===== src/rtl/unittest_monitor.sv =====
// rtl/unittest_monitor.sv - bus-snooping console, test-result and watchdog peripheral
module unittest_monitor #(
    parameter logic [31:0] CONSOLE_ADDR   = 32'h1000_0000,
    parameter logic [31:0] RESULT_ADDR    = 32'h1000_0010,
    parameter int unsigned TIMEOUT_CYCLES = 1_000_000,
    parameter int          FINISH_ON_DONE = 1,
    parameter int          SIM_PRINT      = 1
) (
    input  logic        clk,
    input  logic        reset,
    input  logic [31:0] dmem_addr,
    input  logic [3:0]  dmem_wmask,
    input  logic [31:0] dmem_wdata,
    output logic        dmem_ready,
    output logic        char_valid,
    output logic [7:0]  char_data,
    output logic [31:0] char_count,
    output logic        done,
    output logic        pass,
    output logic [30:0] fail_code,
    output logic        timeout
);

    // A zero limit turns the watchdog off; the wrapped compare value is then never used.
    localparam logic        WD_EN   = (TIMEOUT_CYCLES != 0);
    localparam logic [31:0] WD_LAST = 32'(TIMEOUT_CYCLES - 1);

    logic        ready_q, ready_d;
    logic        char_valid_q, char_valid_d;
    logic [7:0]  char_data_q, char_data_d;
    logic [31:0] char_count_q, char_count_d;
    logic        done_q, done_d;
    logic        pass_q, pass_d;
    logic [30:0] fail_code_q, fail_code_d;
    logic        timeout_q, timeout_d;
    logic [31:0] wd_cnt_q, wd_cnt_d;

    logic        result_match, console_match;
    logic        result_hit, console_hit, result_accept;
    logic        wd_running, wd_expire;
    logic [7:0]  lane_byte;
    logic        unused_addr_bits;

    assign unused_addr_bits = ^dmem_addr[1:0];

    // Decode writes to our two words; the result register wins if both addresses coincide.
    always_comb begin
        result_match  = (dmem_addr[31:2] == RESULT_ADDR[31:2]);
        console_match = (dmem_addr[31:2] == CONSOLE_ADDR[31:2]);
        result_hit    = (dmem_wmask != 4'b0000) && result_match && !ready_q;
        console_hit   = (dmem_wmask != 4'b0000) && console_match && !result_match && !ready_q;
        result_accept = result_hit && !done_q;
    end

    // Console byte comes from the lowest enabled write lane.
    always_comb begin
        lane_byte = dmem_wdata[31:24];
        if (dmem_wmask[0])      lane_byte = dmem_wdata[7:0];
        else if (dmem_wmask[1]) lane_byte = dmem_wdata[15:8];
        else if (dmem_wmask[2]) lane_byte = dmem_wdata[23:16];
    end

    // Next-state for handshake, console, result latch and watchdog.
    always_comb begin
        ready_d      = result_hit || console_hit;
        char_valid_d = console_hit;
        char_data_d  = char_data_q;
        char_count_d = char_count_q;
        done_d       = done_q;
        pass_d       = pass_q;
        fail_code_d  = fail_code_q;
        wd_cnt_d     = wd_cnt_q;

        if (console_hit) begin
            char_data_d  = lane_byte;
            char_count_d = char_count_q + 32'd1;
        end

        // First result written after reset is the one that sticks.
        if (result_accept) begin
            done_d      = 1'b1;
            pass_d      = (dmem_wdata == 32'd1);
            fail_code_d = (dmem_wdata == 32'd1) ? 31'd0 : dmem_wdata[31:1];
        end

        wd_running = !done_q && !timeout_q;
        wd_expire  = WD_EN && wd_running && (wd_cnt_q == WD_LAST);
        if (wd_running) begin
            wd_cnt_d = wd_cnt_q + 32'd1;
        end
        // A result landing on the expiry cycle means the test finished in time.
        timeout_d = timeout_q || (wd_expire && !result_accept);
    end

    // State registers with synchronous reset.
    always_ff @(posedge clk) begin
        if (reset) begin
            ready_q      <= 1'b0;
            char_valid_q <= 1'b0;
            char_data_q  <= 8'd0;
            char_count_q <= 32'd0;
            done_q       <= 1'b0;
            pass_q       <= 1'b0;
            fail_code_q  <= 31'd0;
            timeout_q    <= 1'b0;
            wd_cnt_q     <= 32'd0;
        end else begin
            ready_q      <= ready_d;
            char_valid_q <= char_valid_d;
            char_data_q  <= char_data_d;
            char_count_q <= char_count_d;
            done_q       <= done_d;
            pass_q       <= pass_d;
            fail_code_q  <= fail_code_d;
            timeout_q    <= timeout_d;
            wd_cnt_q     <= wd_cnt_d;
        end
    end

    assign dmem_ready = ready_q;
    assign char_valid = char_valid_q;
    assign char_data  = char_data_q;
    assign char_count = char_count_q;
    assign done       = done_q;
    assign pass       = pass_q;
    assign fail_code  = fail_code_q;
    assign timeout    = timeout_q;

`ifndef SYNTHESIS
    logic finish_arm_q;

    // Simulation-only console echo, result report and end-of-test stop.
    always_ff @(posedge clk) begin
        if (reset) begin
            finish_arm_q <= 1'b0;
        end else begin
            finish_arm_q <= done_q || timeout_q;
            if (SIM_PRINT != 0 && console_hit) begin
                $write("%c", lane_byte);
            end
            if (SIM_PRINT != 0 && result_accept) begin
                if (dmem_wdata == 32'd1) $write("PASS\n");
                else                     $write("FAIL %0d\n", dmem_wdata[31:1]);
            end
            if (FINISH_ON_DONE != 0 && finish_arm_q) begin
                $finish;
            end
        end
    end
`endif

endmodule


===== config.mk =====
export PLATFORM = sky130hd
export DESIGN_NAME = unittest_monitor
export DESIGN_NICKNAME = d
export VERILOG_FILES = /design/src/rtl/unittest_monitor.sv
export SDC_FILE = /design/constraint.sdc
export NUM_CORES = 1
export LEC_CHECK = 0
export ABC_AREA = 1
export BUFFER_PORTS_ARGS = -buffer_cell sky130_fd_sc_hd__buf_2
export CORE_AREA = 5 5 91 135
export DETAILED_ROUTE_END_ITERATION = 12
export DIE_AREA = 0 0 96 140
export MAX_ROUTING_LAYER = met4
export PLACE_DENSITY = 0.85
export SYNTH_ARGS = -nofsm -noshare
export SYNTH_HDL_FRONTEND = slang
export SYNTH_SLANG_ARGS = --single-unit
export TNS_END_PERCENT = 5

===== constraint.sdc =====
create_clock -name clk -period 4.8 [get_ports clk]
set_clock_uncertainty 0.15 [all_clocks]
set_input_delay 0.96 -clock clk [delete_from_list [all_inputs] [get_ports clk]]
set_output_delay 0.96 -clock clk [all_outputs]
set_load 0.05 [all_outputs]

# Yosys cells after proc, flatten, opt, wreduce, memory -nomap -nowiden
# Index checks and enable logic that the tools add are counted.
# totals
register_bits	108
inputBits	70
wordCells	36
# op_classes
n_addsub	2
eq_ne	4
mux	4
reduce_logical	17
# ops
op	count
32-bit by 1-bit adder with 32-bit output, second input constant	2
30-bit by 27-bit equality test with 1-bit output, second input constant	2
32-bit by 1-bit equality test with 1-bit output, second input constant	1
32-bit by 20-bit equality test with 1-bit output, second input constant	1
31-bit 2-to-1 mux	1
8-bit 2-to-1 mux	3
1-bit logical AND	9
1-bit logical NOT	5
4-bit nonzero test	1
1-bit logical OR	2

# Longest topological paths before layout
# Gate-level depths: netlist (run 1).
# logic_depth
depth_word	7
ltp_mapped	12
mapped_depth_nobuf	11

# Worst setup path before layout (run 1)
# OpenSTA, ideal clock, no wires.
# synth_path
kind	input to register
startpoint	in dmem_addr[17]
endpoint	reg char_count_q[11], in the netlist char_count[11]
setup_time_ns	0.132
arrival_time_ns	1.934
required_ns	4.518
setup_slack_ns	2.584
stages	9
n_path_buf	1
path_cell_list	nor2_1 > nand2_1 > nor2_4 > nand2_1 > nor2_2 > nand3_2 > buf_2 > nand2_1 > a21oi_1
# synth_between
elab_chain_len	4
word_cells_on_any_way	6
# synth_lines
element	line	source
from (decl)	11	input logic [31:0] dmem_addr,
30-bit by 27-bit equality test with 1-bit output (on tied branches)	49, 48	
1-bit logical AND / 1-bit logical NOT (equally long branches)	51	console_hit = (dmem_wmask != 4'b0000) && console_match && !result_match && !ready_q;
1-bit logical AND * (2 in a row)	51	
to (signal assigned)	111	char_count_q <= char_count_d;
to (decl)	31	logic [31:0] char_count_q, char_count_d;
# Every way passes the cells marked *; elsewhere a longest branch is shown, timed or not.
# A chain may end at the register's enable or synchronous reset.

# Final worst setup path (run 1)
# layout_path
startpoint	in dmem_wmask[2]
endpoint	reg char_count_q[19], in the netlist char_count[19]
# layout_between
elab_chain_len	4
# layout_lines
element	line	source
from (decl)	12	input logic [3:0] dmem_wmask,
4-bit nonzero test	51	
1-bit logical AND (3 in a row)	51	
# No other way between the ends.

==> summary.txt, run 1 <==
CTS
  – Clock root cell: clkbuf_16
  – Post-CTS Setup Inserts: 0
  – Max Buffers Root-to-Sink: 2
  – Worst skew pair latency: between 0.3 and 0.4 ns
  – Worst-path clk slew: 0.07 ns
  – CTS tree: done
  – Gates resized, CTS repair: 0
  – H-tree depth: 3
  – CTS Hold Buffers Added: 0
  – Num CTS Buffers: 9
  – Sink Count: 108

Route
  – DRC Markers: 0
  – Initial DRC count: 321
  – First-pass DRT Iterations: 5
  – DR vias: 6,556
  – Antenna-violating nets left: 0
  – Drt total wl: 16,400 um
  – Routed vias/inst: approximately 5
  – Wire per inst: 12.7 um

Setup path
  – CP Capture Type: flop
  – Setup Crit Path Kind: in2reg
  – Crit path max fanout: 21
  – CP required: 4.89 ns
  – CP Launch Type: input pin
  – Crit path DAT: 2.69 ns

Power and ir drop
  – Power share of the clock group: 42.1%
  – Sw power: 0.401 mW
  – Switching Share: 23.0%
  – PD cells: 238 nW/um2
  – Pleak: 3.35 nW
  – Pint: 1.34 mW
  – Comb power frac: 6.4%
  – Peak VDD IR: 0.179 mV
  – Sequential share of power: approximately half

Hold path
  – Hold crit path type: reg2reg

Synth
  – Most frequent cell after synthesis: nand2_1
  – Synth Area in XOR/XNOR: 1.94%
  – Synth top area share: 34.3%
  – Synth Area in Adders: less than 1%
  – Syn Inst Count: slightly above 1,000
  – Ys async rst share: 0%
  – Mean area per synthesized cell: between 6 and 7 um2
  – Mux contribution to synthesized area: 0%
  – Post-synth EDFFs: 0
  – Ys flop type: dfxtp_1
  – Syn. warnings: 0
  – Syn nets: 1,078
  – Netlist cell types: 36
  – #FFs+latches synth: roughly 110
  – Sequential share of the synthesized area: 34.3%
  – Largest family of logic cells by synthesized area: simple AND/OR/NAND/NOR gates
  – Synth top area cells: dfxtp_1 34%, nand2_1 14%, nor2_1 10%
  – Synth Area in Compound Gates: 9.44%
  – Synth Area in Simple Gates: around 42%
  – Synth cell count leaders: 242 x nand2_1, 170 x nor2_1, 159 x inv_1
  – Area leader, netlist: dfxtp_1
  – Post-Syn Area: 6310 um2

STA
  – Fin crit share: 54.2%
  – Final hold violation count: 0
  – Fin crit period: 2.60 ns
  – Aggregate negative setup slack: 0 ns
  – Fin. max-slew vios: 0
  – Count of final setup violators: 0
  – RSZ-0062 raised after global routing: false
  – Slew at the pin closest to its max-slew limit: 0.918 ns
  – FMAX: 0.385 GHz
  – Max_slew headroom: 38.6%

Global route
  – Initial antenna violation count: 1
  – Vias in the first global route: 5,892
  – GR Overflow Total: 0
  – Global-route wire length before repair: ~27,000 um
  – Largest net degree at the start of global routing: 70
  – Overall routing resource usage: 25.3%

Floorplan
  – Rows: 47
  – Initial cell density of the core: 57.7%
  – Die X: ~96 um
  – Core outline area: 10,900 um2
  – Io pins: 146
  – Chip height: 140 um
  – Die area: 13,400 um2

Run status
  – Status: complete, no violations

Job
  – Max-cap viol count: 0

Layout
  – Post-layout util: 67.1%
  – Share of cells above drive strength 1: a little under a fifth
  – Layout overhead on the synthesized area: 16.2%
  – Fin nets: approximately 1,200

Placed design
  – Port Buffers: 143
  – GP Congestion: approximately 0.91
  – Final HPWL DP: 12,300 um
## power by group through the flow
stage / clock network [mW] / logic, mW / registers (mW)
floorplan: 0 / 0.0608 / 0.919
global placement: 0 / 0.109 / 0.920
detailed placement: 0 / 0.110 / 0.920
CTS: 0.745 / 0.111 / 0.899
global route: 0.786 / 0.126 / 0.899
finish: 0.734 / 0.112 / 0.899
## placed cells by master, fill, tap and decap left out, drive strengths merged
cell type,netlist,layout
a21oi,55,55
and2,3,3
buf,18,144
bufinv,0,1
clkbuf,10,11
clkinv,0,4
clkinvlp,0,1
dfxtp,108,108
diode,0,1
ha,2,2
inv,163,162
nand2,267,267
nand3,64,64
nand3b,1,1
nand4,26,26
nor2,189,189
nor3,27,27
nor3b,1,1
nor4,1,1
o211ai,2,2
o21a,3,3
o21ai,46,46
o221ai,6,6
xnor2,6,6
xor2,8,8
## flip-flops by register name, summed over array words and instances (netlist names)
register,count
char_count,32
char_data,8
char_valid,1
dmem_ready,1
done,1
fail_code,31
pass,1
timeout,1
wd_cnt_q,32
## final timing paths
path / start / to / slack (ns) / depth (start not counted)
hold reg to reg: wd_cnt_q[5]$_SDFFE_PP0P_ / wd_cnt_q[5]$_SDFFE_PP0P_ / 0.32 / 2
hold / removal: wd_cnt_q[5]$_SDFFE_PP0P_ / wd_cnt_q[5]$_SDFFE_PP0P_ / 0.32 / 2
setup / recovery: dmem_wmask[2] / char_count[19]$_SDFFE_PP0P_ / 2.20 / 10
setup reg to reg: char_count[0]$_SDFFE_PP0P_ / char_count[28]$_SDFFE_PP0P_ / 2.71 / 9
## per-layer routing
layer / part of all wire, % / GRT usage [%] / wire (um) / up-vias
met3: 5.4 / 2.95 / 882 / 41
met4: 3.7 / 11.5 / 607 / 0
met2: 52 / 43.6 / 8450 / 215
li1: - / - / - / 3381
met1: 39 / 28.6 / 6420 / 2919
met5: 0 / - / 0 / -
## metrics by stage
stage | power, mW | setup WS [ns] | std cells | instance area [um2] | hold WS [ns]
2_1_floorplan | 0.980 | 2.58 | 1006 | 6310 | 0.289
3_3_place_gp | 1.03 | 1.94 | 1269 | 7050 | 0.299
3_5_place_dp | 1.03 | 1.90 | 1269 | 7050 | 0.308
4_1_cts | 1.76 | 2.21 | 1285 | 7330 | 0.318
5_1_grt | 1.81 | 2.05 | 1286 | 7340 | 0.343
6_report | 1.74 | 2.20 | 1286 | 7340 | 0.316
## critical path, stage by stage
cell	delay, ns
buf_2	0.25
nor2_2	0.09
nand2_4	0.13
inv_1	0.05
nor2_1	0.08
nand3_1	0.08
nor2_2	0.65
nand4_1	0.20
nand2_1	0.13
nor2_1	0.06
## final cells by class
cell class	instances	area (um2)
Sequential cell	108	2160
Clock buffer	11	233
Clock inverter	5	52.6
Multi-Input combinational cell	707	3370
Timing Repair Buffer	144	723
Tap cell	147	184
Antenna cell	1	2.50
Inverter	163	612
Fill cell	1033	3600
## cell families after synthesis
logic type                 Yosys count
and+or+nand+nor                    579
buffers and inverters              191
AOI/OAI and AO/OA                  112
DFF                                108
xor gates and xnor gates            14
adders and majority gates            2
Power figures use the tool's default switching activity.
==> run 2, diff against run 1 <==
--- a/config.mk
+++ b/config.mk
@@ -5,13 +5,13 @@
 export SDC_FILE = /design/constraint.sdc
 export NUM_CORES = 1
 export LEC_CHECK = 0
-export ABC_AREA = 1
+export ABC_AREA = 0
 export BUFFER_PORTS_ARGS = -buffer_cell sky130_fd_sc_hd__buf_2
-export CORE_AREA = 5 5 91 135
+export CORE_AREA = 5 5 86 128
 export DETAILED_ROUTE_END_ITERATION = 12
-export DIE_AREA = 0 0 96 140
+export DIE_AREA = 0 0 91 133
 export MAX_ROUTING_LAYER = met4
-export PLACE_DENSITY = 0.85
+export PLACE_DENSITY = 0.79
 export SYNTH_ARGS = -nofsm -noshare
 export SYNTH_HDL_FRONTEND = slang
 export SYNTH_SLANG_ARGS = --single-unit
==> constraint.sdc (replaced) <==
create_clock -name clk -period 2.5 [get_ports clk]
set_clock_uncertainty 0.15 [all_clocks]
set_input_delay 0.5 -clock clk [delete_from_list [all_inputs] [get_ports clk]]
set_output_delay 0.5 -clock clk [all_outputs]
set_load 0.05 [all_outputs]
==> summary.txt, run 2 <==
STA
  – Max_slew headroom: 64.2% (+26 points)
  – RSZ-0062 raised after global routing: true
  – Fin crit period: 2.59 ns
  – Fin crit share: 104%
  – Slew at the pin closest to its max-slew limit: 0.537 ns (-0.382 ns)
  – Count of final setup violators: 9 (+9)
  – Fin. max-slew vios: 0 (unchanged)
  – Final worst slack: -0.0942 ns (-2.29 ns)
  – Aggregate negative setup slack: -0.391 ns (-0.391 ns)
  – Final hold violation count: 0 (unchanged)
  – FMAX: 0.385 GHz

Synth
  – Ys flop type: dfxtp_1
  – Mux contribution to synthesized area: 3.45% (+3.4 points)
  – #FFs+latches synth: 108 (unchanged)
  – Netlist cell types: 41 (+14%)
  – Synth top area cells: dfxtp_1 43%, nand2_1 7.1%, a21oi_1 6.7%
  – Post-synth EDFFs: 0 (unchanged)
  – Sequential share of the synthesized area: 43.5% (+9.2 points)
  – Area leader, netlist: dfxtp_1
  – Synth Area in Simple Gates: 31.2% (-10 points)
  – Largest family of logic cells by synthesized area: simple AND/OR/NAND/NOR gates
  – Synth Area in XOR/XNOR: 4.76% (+2.8 points)
  – Synth Area in Compound Gates: 13.6% (+4.2 points)
  – Synth top area share: 43.5% (+9.2 points)
  – Post-Syn Area: 4970 um2 (-21%)
  – Synth cell count leaders: 108 x dfxtp_1, 94 x nand2_1, 67 x a21oi_1
  – Syn. warnings: 0 (unchanged)
  – Mean area per synthesized cell: 8.15 um2 (+30%)
  – Ys async rst share: 0% (unchanged)
  – Synth Area in Adders: 0.503% (+0.11 points)
  – Most frequent cell after synthesis: dfxtp_1
  – Syn nets: 682 (-37%)
  – Syn Inst Count: 610 (-39%)

Power and ir drop
  – Pleak: 2.52 nW (-25%)
  – Peak VDD IR: 0.461 mV (+160%)
  – Total power: 3.31 mW (+90%)
  – PD cells: 516 nW/um2 (+120%)

Setup path
  – Setup Crit Path Kind: in2reg
  – CP Capture Type: flop
  – R2R Setup Slk: 0.19 ns (-2.52 ns)
  – Crit path DAT: 2.71 ns (+0.02 ns)
  – Worst R2R Start: char_count[4]$_SDFFE_PP0P_
  – Crit path launch: dmem_addr[24]
  – CP required: 2.62 ns (-2.27 ns)
  – RR Endpoint: char_count[28]$_SDFFE_PP0P_
  – Worst reg2reg path depth: 7 (-2)
  – CP Launch Type: input pin
  – Crit path max fanout: 7 (-67%)

Route
  – First-pass DRT Iterations: 4 (-1)
  – Initial DRC count: 269 (-16%)
  – Wire per inst: 16.3 um (+28%)
  – Drt total wl: 14,600 um (-11%)
  – DR vias: 5,297 (-19%)
  – Routed vias/inst: 5.91 (+16%)
  – DRC Markers: 0 (unchanged)
  – Antenna-violating nets left: 0 (unchanged)

Hold path
  – Hold-critical path depth: 3 (+1)
  – Hold crit path type: in2reg
  – Hold_sp: dmem_wdata[15]
  – Worst hold endpoint: fail_code[14]$_SDFFE_PP0P_

Floorplan
  – Die X: 91 um (-5.2%)
  – Initial cell density of the core: 50.5% (-7.3 points)
  – Rows: 45 (-4.3%)
  – Chip height: 133 um (-5.0%)
  – Core outline area: 9850 um2 (-9.9%)
  – Io pins: 146 (unchanged)
  – Die area: 12,100 um2 (-9.9%)

Placed design
  – Dpl cells: 878 (-31%)
  – Port Buffers: 143 (unchanged)
  – Pre-CTS setup slack: -0.454 ns (-2.35 ns)
  – GP Congestion: 0.947 (+3.8%)
  – Final HPWL DP: 10,900 um (-12%)

CTS
  – CTS tree: done
  – H-tree depth: 3 (unchanged)
  – CTS Hold Buffers Added: 0 (unchanged)
  – Worst-path clk slew: 0.07 ns (about the same)
  – Clock root cell: clkbuf_16
  – Max Buffers Root-to-Sink: 2 (unchanged)
  – Worst skew pair latency: 0.34 ns (about the same)
  – Sink Count: 108 (unchanged)
  – Num CTS Buffers: 9 (unchanged)

Run status
  – Failing checks: negative setup slack
  – Status: finished with violations

Layout
  – Fill cells: 842 (-18%)
  – Commonest non-fill, non-tap cell in the layout: buf_2
  – # diodes: 0 (-1)
  – Layout overhead on the synthesized area: 29.0%
  – Most frequent cells in the layout: 142 x buf_2, 108 x dfxtp_1, 94 x nand2_1
  – Fin nets: 847 (-30%)
  – Multi-input logic area: 2720 um2 (-19%)
  – FF/Latch Area: 2160 um2 (unchanged)
  – Share of cells above drive strength 1: 28.2% (+9.1 points)
  – Fin cells: 897 (-30%)

Global route
  – Vias in the first global route: 5,223 (-11%)
  – Global-route wire length before repair: 24,200 um (-9.8%)
  – Largest net degree at the start of global routing: 49 (-30%)
  – Overall routing resource usage: 24.5% (-0.79 points)
  – Initial antenna violation count: 0 (-1)
  – GR Overflow Total: 0 (unchanged)

Job
  – Max-cap viol count: 0 (unchanged)
[run 2: cell count changes after synthesis, moves of 12 or more]
cell,delta
inv_1,-153
nand2_1,-148
nor2_1,-121
nand3_1,-35
o21ai_1,-28
nand2_2,-22
or3_1,+20
nor4_1,+19
nor3_1,-18
mux2i_1,+16
or4_1,+14
clkbuf_1,+13
a21oi_1,+12
[run 2: how the worst max path moves through the flow]
| stage | end | slack (ns) | cells after the start |
|---|---|---|---|
| detailed placement | char_count[4]$_SDFFE_PP0P_ | -0.45 | 7 |
| floorplan | char_count[5]$_SDFFE_PP0P_ | -0.27 | 6 |
| CTS | char_count[7]$_SDFFE_PP0P_ | -0.05 | 7 |
| finish | char_count[7]$_SDFFE_PP0P_ | -0.09 | 7 |
| global placement | char_count[16]$_SDFFE_PP0P_ | -0.40 | 7 |
| global route | char_count[7]$_SDFFE_PP0P_ | -0.09 | 7 |
[run 2: cells by family after synthesis]
group	after synthesis
buf+inv	38
compound gates	121
fa+ha+maj	2
simple gates	297
flops	108
mux	17
xor+xnor	27
[run 2: layout make-up]
type                            instances  share of cell area [%]
Clock buffer                           10                    3.57
Sequential cell                       108                    33.7
Timing Repair Buffer                  186                    16.7
Tap cell                              117                    2.28
Inverter                                6                   0.351
Clock inverter                          6                   0.995
Multi-Input combinational cell        464                    42.3
[run 2: metal layers]
layer | up-vias | wire length, um | GRT usage [%]
li1 | 2548 | - | -
met1 | 2488 | 5580 | 26.1
met2 | 225 | 7570 | 42.8
met3 | 36 | 1030 | 6.09
met4 | 0 | 428 | 9.95
met5 | - | 0 | -
[run 2: power breakdown]
part / switching, mW / leakage, nW / internal, mW
Sequential: 0.00330 / 0.870 / 1.72
Clock: 0.627 / 0.139 / 0.777
Combinational: 0.0985 / 1.51 / 0.0771
[run 2: timing repair]
action,CTS,global route
pin swaps,4,1
setup buffers,1,1
endpoints found under the setup margin,9,19
cloned,1,0
gates resized for setup,5,7
[run 2: worst max-delay path: stages]
cell     delay (ns)
buf_6          0.09
or4_4          0.53
or2_4          0.27
or4_4          0.52
buf_6          0.15
or4_4          0.49
a21oi_2        0.16
[run 2: per-stage QoR]
| stage | cell area, um2 | util (%) | hold WS, ns |
|---|---|---|---|
| floorplan | 5000 | - | 0.309 |
| global placement | 6050 | 61.4 | 0.287 |
| detailed placement | 6050 | 61.4 | 0.293 |
| CTS | 6370 | 64.7 | 0.254 |
| global route | 6410 | 65.1 | 0.255 |
| finish | 6410 | 65.1 | 0.266 |
==> run 3, diff against run 2 <==
--- a/config.mk
+++ b/config.mk
@@ -10,6 +10,7 @@
 export CORE_AREA = 5 5 86 128
 export DETAILED_ROUTE_END_ITERATION = 12
 export DIE_AREA = 0 0 91 133
+export GPL_TIMING_DRIVEN = 0
 export MAX_ROUTING_LAYER = met4
 export PLACE_DENSITY = 0.79
 export SYNTH_ARGS = -nofsm -noshare
==> summary.txt, run 3 (synthesized netlist as in run 2, its figures left out) <==
Layout
  – Share of cells above drive strength 1: 25.0% (-3.2 points)
  – Fill cells: 826 (-1.9%)
  – Fin cells: 884 (-1.4%)
  – Commonest non-fill, non-tap cell in the layout: buf_2
  – # diodes: 0 (unchanged)
  – Multi-input logic area: 2750 um2 (+1.3%)
  – Layout overhead on the synthesized area: 25.7%
  – Post-layout util: 63.4% (-1.6 points)
  – FF/Latch Area: 2160 um2 (unchanged)
  – Most frequent cells in the layout: 144 x buf_2, 108 x dfxtp_1, 94 x nand2_1
  – Fin nets: 834 (-1.5%)
  – Post-route design area: 6250 um2 (-2.5%)

Route
  – Initial DRC count: 240 (-11%)
  – DR vias: 5,274 (-0.43%)
  – DRC Markers: 0 (unchanged)
  – Wire per inst: 16.8 um (+3.1%)
  – Antenna-violating nets left: 0 (unchanged)
  – Drt total wl: 14,800 um (+1.6%)
  – Routed vias/inst: 5.97 (+1.0%)
  – First-pass DRT Iterations: 5 (+1)

Placed design
  – Port Buffers: 139 (-2.8%)
  – GP Congestion: 0.940 (-0.69%)
  – Dpl cells: 866 (-1.4%)
  – Post-DP Area: 5840 um2 (-3.4%)
  – Final HPWL DP: 11,300 um (+4.2%)
  – Pre-CTS setup slack: -0.499 ns (-0.0449 ns)

STA
  – Count of final setup violators: 8 (-1)
  – Slew at the pin closest to its max-slew limit: 0.626 ns (+0.0896 ns)
  – FMAX: 0.391 GHz (+1.5%)
  – Aggregate negative setup slack: -0.220 ns (+0.171 ns)
  – RSZ-0062 raised after global routing: true
  – Final worst slack: -0.0562 ns (+0.0380 ns)
  – Fin crit period: 2.56 ns (-0.0380 ns)
  – Max_slew headroom: 58.2% (-6.0 points)
  – Fin. max-slew vios: 0 (unchanged)
  – Worst Hold Slack: 0.265 ns (-0.00128 ns)
  – Fin crit share: 102% (-1.5 points)
  – Final hold violation count: 0 (unchanged)

Setup path
  – Crit path DAT: 2.69 ns (-0.02 ns)
  – CP required: 2.63 ns (about the same)
  – CP Capture Type: flop
  – CP Launch Type: input pin
  – Setup Crit Path Kind: in2reg
  – Crit path max fanout: 9 (+2)

CTS
  – Worst-path clk slew: 0.07 ns (about the same)
  – Worst skew pair latency: 0.35 ns (about the same)
  – Num CTS Buffers: 9 (unchanged)
  – Sink Count: 108 (unchanged)
  – Max Buffers Root-to-Sink: 2 (unchanged)
  – CTS Hold Buffers Added: 0 (unchanged)
  – Clock root cell: clkbuf_16
  – H-tree depth: 3 (unchanged)
  – CTS tree: done

Run status
  – Status: finished with violations
  – Failing checks: negative setup slack

Global route
  – Vias in the first global route: 5,270 (+0.90%)
  – Overall routing resource usage: 24.7% (+0.24 points)
  – Largest net degree at the start of global routing: 20 (-59%)
  – Initial antenna violation count: 0 (unchanged)
  – GR Overflow Total: 0 (unchanged)
  – Global-route wire length before repair: 24,500 um (+1.3%)

Floorplan
  – Initial cell density of the core: 50.5% (unchanged)
  – Die area: 12,100 um2 (unchanged)
  – Die X: 91 um (unchanged)
  – Rows: 45 (unchanged)
  – Io pins: 146 (unchanged)
  – Core outline area: 9850 um2 (unchanged)
  – Chip height: 133 um (unchanged)

Power and ir drop
  – Total power: 3.36 mW (+1.8%)
  – PD cells: 538 nW/um2 (+4.4%)
  – Pleak: 2.43 nW (-3.7%)
  – Peak VDD IR: 0.519 mV (+13%)

Hold path
  – Hold crit path type: in2reg

Job
  – Max-cap viol count: 0 (unchanged)
## run 3: power by group
| part | internal, mW | switching, mW |
|---|---|---|
| Sequential | 1.72 | 0.00362 |
| Clock | 0.795 | 0.670 |
| Combinational | 0.0702 | 0.102 |
## run 3: final timing paths
kind / from / to / slack (ns) / cells after the start
worst max register to register: wd_cnt_q[11]$_SDFFE_PP0P_ / wd_cnt_q[31]$_SDFFE_PP0P_ / 0.12 / 5
worst min-delay path: dmem_wdata[19] / fail_code[18]$_SDFFE_PP0P_ / 0.26 / 3
worst min register to register: fail_code[24]$_SDFFE_PP0P_ / fail_code[24]$_SDFFE_PP0P_ / 0.30 / 2
worst max-delay path: dmem_addr[19] / char_count[16]$_SDFFE_PP0P_ / -0.06 / 6
## run 3: cell type report
cell class / count / area share (%)
Multi-Input combinational cell: 464 / 44.0
Clock inverter: 7 / 1.30
Tap cell: 117 / 2.34
Clock buffer: 9 / 3.60
Sequential cell: 108 / 34.6
Timing Repair Buffer: 144 / 11.7
Buffer: 29 / 2.08
Inverter: 6 / 0.360
## run 3: layer usage
metal  vias up  share of wire (%)  track usage, %
met1      2486                 38            26.7
met2       228                 52            43.9
li1       2527                  -               -
met3        33                7.0            5.18
met4         0                2.6            9.30
met5         -                  0               -
## run 3: worst max-delay path, cell delays in order
cell	delay, ns
buf_2	0.10
or4_4	0.56
or2_4	0.28
or4_4	0.59
or4b_1	0.54
a21oi_1	0.13
## run 3: what timing repair did
| action | 4_1_cts | 5_1_grt |
|---|---|---|
| setup buffers | 0 | 5 |
| pin swaps | 2 | 7 |
| setup endpoints to repair | 58 | 50 |
| resized for setup | 10 | 15 |
